===== src/rtl/fetch_unit.sv =====
// fetch_unit: instruction fetch sequencer.
// Requests a 16-bit word at pc, issues it to the control unit with a one-cycle
// run pulse, then waits for done before advancing pc. The word 16'hFFFF parks
// the block in HALT until reset.
// Optional build macro FETCH_TIMEOUT_EN: bounds the wait for mem_valid to
// TIMEOUT cycles. A timeout halts the block and raises fetch_err.
//
// state     | meaning
// ----------+---------------------------------------------------------------
// IDLE      | parked; waits for start
// REQ       | mem_req high at mem_addr=pc; waits for mem_valid
// ISSUE     | instruction registered; run pulses for this one cycle
// WAIT_DONE | control unit executing; done advances pc
// HALT      | halt word fetched (or timeout); only reset leaves

module fetch_unit #(
  parameter int ADDR_W  = 8,
  parameter int TIMEOUT = 16
) (
  input  logic              clk,
  input  logic              reset,
  input  logic              start,
  output logic              mem_req,
  output logic [ADDR_W-1:0] mem_addr,
  input  logic [15:0]       mem_rdata,
  input  logic              mem_valid,
  output logic [15:0]       instruction,
  output logic              run,
  input  logic              done,
  output logic [ADDR_W-1:0] pc,
  output logic              halted,
  output logic              fetch_err
);

  typedef enum logic [2:0] {
    IDLE      = 3'd0,
    REQ       = 3'd1,
    ISSUE     = 3'd2,
    WAIT_DONE = 3'd3,
    HALT      = 3'd4
  } state_t;

  localparam logic [15:0] HALT_WORD = 16'hFFFF;

  // A zero or negative TIMEOUT would make the timeout compare meaningless.
  if (TIMEOUT < 1) begin : g_bad_timeout
    $error("fetch_unit: TIMEOUT must be at least 1");
  end

  state_t state;

`ifdef FETCH_TIMEOUT_EN
  localparam int TMO_W = $clog2(TIMEOUT + 1);
  localparam logic [TMO_W-1:0] TMO_LAST = TMO_W'(TIMEOUT - 1);

  logic [TMO_W-1:0] tmo_cnt;
  logic             fetch_err_q;

  assign fetch_err = fetch_err_q;
`else
  assign fetch_err = 1'b0;
`endif

  // Outputs decoded directly from state so they line up with the state cycle.
  assign mem_req  = (state == REQ);
  assign run      = (state == ISSUE);
  assign halted   = (state == HALT);
  assign mem_addr = pc;

  // Sequencer: state, pc, instruction register and optional timeout counter.
  always_ff @(posedge clk) begin
    if (reset) begin
      state       <= IDLE;
      pc          <= '0;
      instruction <= 16'h0000;
`ifdef FETCH_TIMEOUT_EN
      tmo_cnt     <= '0;
      fetch_err_q <= 1'b0;
`endif
    end else begin
      unique case (state)
        IDLE: begin
          if (start) begin
            state <= REQ;
`ifdef FETCH_TIMEOUT_EN
            tmo_cnt <= '0;
`endif
          end
        end

        REQ: begin
          if (mem_valid) begin
            // The halt word is still captured so software can see why we stopped.
            instruction <= mem_rdata;
            state       <= (mem_rdata == HALT_WORD) ? HALT : ISSUE;
          end
`ifdef FETCH_TIMEOUT_EN
          else if (tmo_cnt == TMO_LAST) begin
            state       <= HALT;
            fetch_err_q <= 1'b1;
          end else begin
            tmo_cnt <= tmo_cnt + 1'b1;
          end
`endif
        end

        ISSUE: begin
          state <= WAIT_DONE;
        end

        WAIT_DONE: begin
          if (done) begin
            pc <= pc + 1'b1;
            if (start) begin
              state <= REQ;
`ifdef FETCH_TIMEOUT_EN
              tmo_cnt <= '0;
`endif
            end else begin
              state <= IDLE;
            end
          end
        end

        HALT: begin
          state <= HALT;
        end

        default: begin
          state <= IDLE;
        end
      endcase
    end
  end

endmodule


===== config.mk =====
export PLATFORM = sky130hd
export DESIGN_NAME = fetch_unit
export DESIGN_NICKNAME = d
export VERILOG_FILES = /design/src/rtl/fetch_unit.sv
export SDC_FILE = /design/constraint.sdc
export NUM_CORES = 1
export LEC_CHECK = 0
export BUFFER_PORTS_ARGS = -buffer_cell sky130_fd_sc_hd__buf_2
export CAP_MARGIN = 20
export CELL_PAD_IN_SITES_DETAIL_PLACEMENT = 0
export CELL_PAD_IN_SITES_GLOBAL_PLACEMENT = 1
export CORE_MARGIN = 1.5
export CORE_UTILIZATION = 32
export DETAILED_ROUTE_END_ITERATION = 8
export GPL_ROUTABILITY_DRIVEN = 0
export MAX_ROUTING_LAYER = met4
export PLACE_DENSITY_LB_ADDON = 0.08
export SYNTH_ARGS = -nofsm -noshare
export SYNTH_HDL_FRONTEND = slang
export SYNTH_SLANG_ARGS = --single-unit

===== constraint.sdc =====
create_clock -name clk -period 1.68 [get_ports clk]
set_clock_uncertainty 0.1 [all_clocks]
set_input_delay 0 -clock clk [delete_from_list [all_inputs] [get_ports clk]]
set_output_delay 0 -clock clk [all_outputs]
set_load 0.02 [all_outputs]

Word level (Yosys, flattened, before mapping)
Index checks and enable logic that the tools add are counted.
Cells by class
  add/sub/neg operators: 1
  equality and inequality tests: 8
  muxes and demuxes: 6
  reductions and logical operators: 4
Operators with widths (number)
  $eq 16x16->1 const B: 1
  $pmux 3 s5: 1
  $mux 3: 4
  $add 8x1->8 const B: 1
  $eq 3x2->1 const B: 2
  $ne 2x2->1 const B: 2
  $reduce_and 2->1: 2
  $eq 3x1->1 const B: 1
  $eq 3x3->1 const B: 1
  $logic_not 3->1: 1
  $reduce_and 3->1: 1
  $ne 2x1->1 const B: 1
  $mux 1: 1
Storage, ports and cells
  flip-flop bits (word level): 27
  input bits: 21
  output and inout bits: 36
  logic and storage cells: 22

Logic depth before layout (Yosys ltp)
Gate-level depths: netlist (run 1).
  depth in word-level cells: 4
  depth in mapped cells: 6
  mapped depth without buffers: 4

Worst setup path after synthesis (run 1)
Ideal clock, no wire load.
  path kind: reg2reg
  start point: reg pc[0], in the netlist mem_addr[0]
  end point: reg pc[6], in the netlist mem_addr[6]
  setup time: 70 ps
  arrival time: 1350 ps
  data required time: 1510 ps
  path slack: 160 ps
  cell stages (with the launch flop): 5
  path buffers: 0
  clock period less this slack: 1520 ps
  path through: dfxtp_1 > ha_1 > nand3_1 > or4_1 > a21oi_1
On the way
  word-level cells in the longest chain between the ends: 1
Ends and longest elaborated chain
  start, declared: line 30  | output logic [ADDR_W-1:0] pc,
  start signal, assigned: line 113  | pc <= pc + 1'b1;
  $add 8x1->8: line 113
Every way passes these cells.
A chain may end at the register's enable or synchronous reset.

Worst setup path after layout (run 1)
  start point: reg state[0]
  end point: reg pc[5], in the netlist mem_addr[5]
On the way
  word-level cells in the longest chain between the ends: 2
Ends and longest elaborated chain
  start, declared: line 50  | state_t state;
  start signal, assigned: line 95  | state <= (mem_rdata == HALT_WORD) ? HALT : ISSUE;
  $eq 3x2->1: line 81  | unique case (state)
  $reduce_and 2->1 (no line)
Every way passes these cells.

==> flow_summary_export.csv, run 1 <==
group,metric,value,unit
clocking,cts_made_buffers,3,
yosys,synthesis.nets,169,
final_layout,fillers,391,
final_layout,nNetsFinal,231,
status,run_status,"completed",
final_layout,layout_commonest_cell,"buf_2",
clocking,cts_root_buffer,"clkbuf_8",
grt,grt_start_max_net_pins,28,
power_and_ir_drop,p_leak,0.767,nW
clocking,hold_buffers,17,
grt,grt_pass1_vias,1191,
yosys,ys_ff_latch,27,
die,num_rows,22,
min_path,min_from,"mem_valid",
grt,grt_pass1_wl,5.09,mm
die,pin_count,57,
setup_path,r2r_start,"state[0]",
grt,grt_usage,15.9,%
power_and_ir_drop,p_sw,321,uW
yosys,syn-cell-area,0.00122,sq mm
sta,hold_violations,0,
setup_path,path_class,"flip-flop to flip-flop",
yosys,async_flop_share,0,%
setup_path,worstReg2RegEnd,"mem_addr[5]",
place,io_buffers,55,
power_and_ir_drop,internal_power,922,uW
die,die_y,64.8,um
sta,setup_tns,0,ns
setup_path,worst_setup_path_start_kind,"flip-flop",
power_and_ir_drop,switching_share,25.8,%
power_and_ir_drop,peakVddDrop,244,uV
sta,finalCritPeriodShare,92.5,%
yosys,avgSynthCellArea,8.31,sq um
detailed_routing,initialDrtViolationCount,68,
min_path,min_path_type,"input port to flip-flop",
die,die_x,64.8,um
die,core_area,0.00366,sq mm
detailed_routing,wl,3.05,mm
min_path,hold-path-cell-count,4,
clocking,clock_path_buffers,2,
place,pre_cts_ws,0.149,ns
setup_path,crit_arrival,1.65,ns
power_and_ir_drop,pwr-share-comb,16.1,%
detailed_routing,routed_via_density,4.80,
sta,rsz0062_at_grt,"no",
sta,finalSetupViolCount,0,
run,cap_violations,0,
clocking,cts_resized,0,
final_layout,final_cell_mix,"buf_2 (55), nand2_1 (34), dfxtp_1 (27)",
grt,grt.overflow.total,0,
clocking,clk_pin_slew,0.09,ns
final_layout,final_cell_area,0.00168,sq mm
place,placed_cells,235,
setup_path,crit_fanout,10,
yosys,synthFlopType,"dfxtp_1",
detailed_routing,drc,0,
sta,fin_ws,0.125,ns
yosys,syn_inst,147,
yosys,synth_edf_count,0,
yosys,synth_cell_types,33,
clocking,clkLatencyLatePin,0.27,ns
sta,fin_crit,1.55,ns
final_layout,areaGrowthSynthToFinish,37.4,%
setup_path,crit_path_end_kind,"flip-flop",
detailed_routing,drt_first_pass_iters,4,
clocking,postCtsSetupBuffers,0,
final_layout,fin_util,45.8,%
sta,timing.fmax,643,MHz
final_layout,drive_above_1_share,31.7,%
clocking,cts_tree,"done",
place,dp_hpwl,2.09,mm
detailed_routing,wl_per_cell,11.9,um
place,placed_area,0.00146,sq mm
detailed_routing,antenna_left,0,
yosys,yosysSeqAreaShare,44.3,%
setup_path,r2r_slack,0.13,ns
setup_path,cp_data_required_time,1.78,ns
power_and_ir_drop,sequentialPowerShare,54.7,%
setup_path,r2r_cells,3,
detailed_routing,vias,1230,
sta,final_max_slew_viol_count,0,
clocking,cts_sinks,27,
power_and_ir_drop,power.density,740,mW/mm^2
die,die-area,0.00420,sq mm
grt,antenna_found_initial,0,
final_layout,n_antenna_cell,0,
power_and_ir_drop,pwr-share-clk,29.2,%
die,start_util,33.4,%
final_layout,final_cells,256,
yosys,yosysWarnings,0,
clocking,h-tree-depth,1,
min_path,hold_end,"state[0]",
==> flip-flops by register name (all words and copies together), names as in the netlist <==
name	cells
instruction	16
mem_addr	8
state	3
==> power by group through the flow <==
| stage | Sequential [mW] | Combinational (mW) | Clock, mW |
|---|---|---|---|
| floorplan | 0.711 | 0.0931 | 0 |
| global placement | 0.693 | 0.167 | 0 |
| detailed placement | 0.695 | 0.170 | 0 |
| CTS | 0.680 | 0.200 | 0.379 |
| global route | 0.684 | 0.222 | 0.408 |
| finish | 0.680 | 0.200 | 0.363 |
==> cell families after synthesis <==
logic type | after synthesis | synth area share, %
other cells | 1 | 0.307
xor+xnor | 1 | 0.717
flops | 27 | 44.3
buf+inv | 22 | 11.1
compound gates | 33 | 15.7
simple gates | 61 | 26.1
mux | 1 | 0.820
fa+ha+maj | 1 | 1.02
==> synth_stat cells, drive strengths merged (2+ instances only) <==
master   n  area, sq um
a21oi   21          105
buf     15          108
clkbuf   4         16.3
dfxtp   27          541
inv      3         11.3
nand2   34          128
nand3    4         20.0
nand4    5         31.3
nor2     3         11.3
nor3b    2         15.0
o21ai    4         20.0
o31ai    2         15.0
or3      3         18.8
or4      3         22.5
==> final cells by class <==
cell class              count  area, sq um  area share [%]
multi-input cells          98          546            32.5
flip-flops and latches     27          541            32.2
repair buffers             76          475            28.3
well taps                  48         60.1            3.58
clock buffers               4         45.0            2.68
inverters                   3         11.3           0.671
==> worst max path at each step <==
stage	from	endpoint	slack, ns	cells past startpoint
floorplan	mem_addr[0]	mem_addr[6]	0.16	4
global placement	state[0]	mem_addr[6]	0.19	3
detailed placement	state[0]	mem_addr[5]	0.15	3
CTS	state[0]	mem_addr[5]	0.12	3
global route	state[0]	mem_addr[6]	0.02	3
finish	state[0]	mem_addr[5]	0.13	3
==> per-layer routing <==
| layer | track usage (%) | vias up | wire length, um |
|---|---|---|---|
| met4 | 5.85 | 0 | 40 |
| li1 | - | 621 | - |
| met5 | - | - | 0 |
| met2 | 28.9 | 36 | 1570 |
| met3 | 2.60 | 4 | 130 |
| met1 | 17.4 | 569 | 1310 |
==> critical path, stage by stage (launching register included) <==
cell and delay [ns]:
dfxtp_1 0.51, nand4b_4 0.20, or4_1 0.53, a21oi_1 0.15
==> per-stage QoR <==
step	hold slack, ns	total power, mW
finish	0.0203	1.24
global route	0.0399	1.31
CTS	0.0173	1.26
detailed placement	0.162	0.865
global placement	0.154	0.860
floorplan	0.0360	0.804
Power figures use the tool's default switching activity.
==> run 2: changes to the inputs <==
--- a/config.mk
+++ b/config.mk
@@ -14,7 +14,7 @@
 export DETAILED_ROUTE_END_ITERATION = 8
 export GPL_ROUTABILITY_DRIVEN = 0
 export MAX_ROUTING_LAYER = met4
-export PLACE_DENSITY_LB_ADDON = 0.08
+export PLACE_DENSITY = 0.84
 export SYNTH_ARGS = -nofsm -noshare
 export SYNTH_HDL_FRONTEND = slang
 export SYNTH_SLANG_ARGS = --single-unit
==> run 2 against run 1 <==
Compared with the run above: global-route usage down 0.60 points; design area down 0.90%; sequential share of layout area up 0.29 points; cell count down 0.78%; non-clock buffer count down 2; first-iteration DRC count down 72%; maximum frequency up 1.1%; clock power up 1%; count of clock-buffer cells in the layout unchanged; critical path type unchanged; largest power group unchanged.
==> flow_summary_export.csv, run 2 (synthesis results as in run 1) <==
group,metric,value,unit
status,run_status,"completed",
final_layout,largest_reg_flops,16,
run,cap_violations,0,
clocking,h-tree-depth,1,
setup_path,crit_arrival,1.65,ns
grt,antenna_found_initial,0,
detailed_routing,vias,1202,
clocking,cts_sinks,27,
grt,grt.overflow.total,0,
min_path,min_from,"mem_valid",
final_layout,n_antenna_cell,0,
clocking,clkLatencyLatePin,0.27,ns
clocking,clock_path_buffers,2,
setup_path,cp_data_required_time,1.79,ns
setup_path,path_class,"flip-flop to flip-flop",
min_path,hold-path-cell-count,4,
setup_path,r2r_cells,3,
grt,grt_usage,15.3,%
clocking,cts_resized,0,
sta,finalCritPeriodShare,91.5,%
grt,grt_start_max_net_pins,28,
sta,finalSetupViolCount,0,
place,io_buffers,55,
detailed_routing,drt_first_pass_iters,4,
die,num_rows,22,
place,dp_hpwl,1.98,mm
grt,grt_pass1_wl,4.97,mm
sta,hold_violations,0,
setup_path,r2r_start,"state[1]",
die,die_x,64.8,um
sta,fin_crit,1.54,ns
die,start_util,33.4,%
die,die_y,64.8,um
final_layout,final_cell_area,0.00166,sq mm
clocking,cts_root_buffer,"clkbuf_8",
setup_path,r2r_slack,0.14,ns
detailed_routing,drc,0,
min_path,min_path_type,"input port to flip-flop",
clocking,postCtsSetupBuffers,0,
power_and_ir_drop,peakVddDrop,542,uV
final_layout,areaGrowthSynthToFinish,36.2,%
sta,hold_slack,0.0133,ns
setup_path,worstReg2RegEnd,"mem_addr[5]",
detailed_routing,antenna_left,0,
sta,setup_tns,0,ns
die,core_area,0.00366,sq mm
final_layout,drive_above_1_share,31.1,%
die,die-area,0.00420,sq mm
final_layout,multi_input_area,546,sq um
setup_path,crit_fanout,10,
final_layout,regMostFlops,"instruction",
detailed_routing,wl_per_cell,11.9,um
final_layout,final_cell_mix,"buf_2 (55), nand2_1 (34), dfxtp_1 (27)",
die,pin_count,57,
min_path,hold_end,"state[0]",
clocking,clk_pin_slew,0.09,ns
sta,final_max_slew_viol_count,0,
sta,rsz0062_at_grt,"no",
power_and_ir_drop,p_leak,0.756,nW
setup_path,crit_path_end_kind,"flip-flop",
detailed_routing,routed_via_density,4.73,
sta,timing.fmax,650,MHz
final_layout,seq_area,541,sq um
clocking,cts_made_buffers,3,
final_layout,layout_commonest_cell,"buf_2",
detailed_routing,initialDrtViolationCount,19,
place,placed_area,0.00145,sq mm
clocking,cts_tree,"done",
grt,grt_pass1_vias,1150,
detailed_routing,wl,3.02,mm
power_and_ir_drop,p_total,1.24,mW
power_and_ir_drop,power.density,747,mW/mm^2
setup_path,worst_setup_path_start_kind,"flip-flop",
final_layout,fillers,373,
final_layout,nNetsFinal,229,
==> run 2: changes by cell type in the layout (fill, tap and decap cells not counted), sizes merged <==
cell	change
buf	-2
==> run 2: cell type report <==
type,instances,area share [%]
Clock buffer,4,2.71
Inverter,3,0.677
Multi-Input combinational cell,98,32.8
Sequential cell,27,32.5
Tap cell,48,3.61
Timing Repair Buffer,74,27.7
==> run 2: repair_timing <==
item                                   in CTS  in global routing
endpoints found under the hold margin      17                  0
hold buffers                               17                  0
setup endpoints to repair                   0                  0
==> run 2: metal layers <==
layer	vias to the layer above	GRT usage, %	part of all wire (%)
met5	-	-	0
met4	0	2.39	0.46
met3	2	3.47	5.1
met2	32	25.8	47
met1	552	19.2	47
li1	616	-	-
==> run 2: how the worst max path moves through the flow <==
| stage | from | end | slack, ns |
|---|---|---|---|
| global route | state[0] | mem_addr[5] | 0.03 |
| detailed placement | state[1] | mem_addr[6] | 0.15 |
| CTS | state[0] | mem_addr[6] | 0.14 |
| floorplan | mem_addr[0] | mem_addr[6] | 0.16 |
| global placement | state[1] | mem_addr[6] | 0.18 |
| finish | state[1] | mem_addr[5] | 0.14 |
==> run 2: power breakdown <==
part	internal, mW	switching [mW]
registers	0.663	0.0198
clock network	0.170	0.197
logic	0.0861	0.107
total	0.919	0.324
==> run 2: through the flow <==
step / setup slack, ns / util, % / instances
after CTS: 0.143 / 45.4 / 254
final: 0.143 / 45.4 / 254
after global routing: 0.0303 / 45.4 / 254
after global placement: 0.177 / 39.5 / 233
after floorplan: 0.160 / - / 147
after detailed placement: 0.153 / 39.5 / 233
==> run 2: worst max-delay path: stages (launching register included) <==
cell and delay [ns]:
dfxtp_1 0.51, nand4b_4 0.19, or4_1 0.53, a21oi_1 0.14
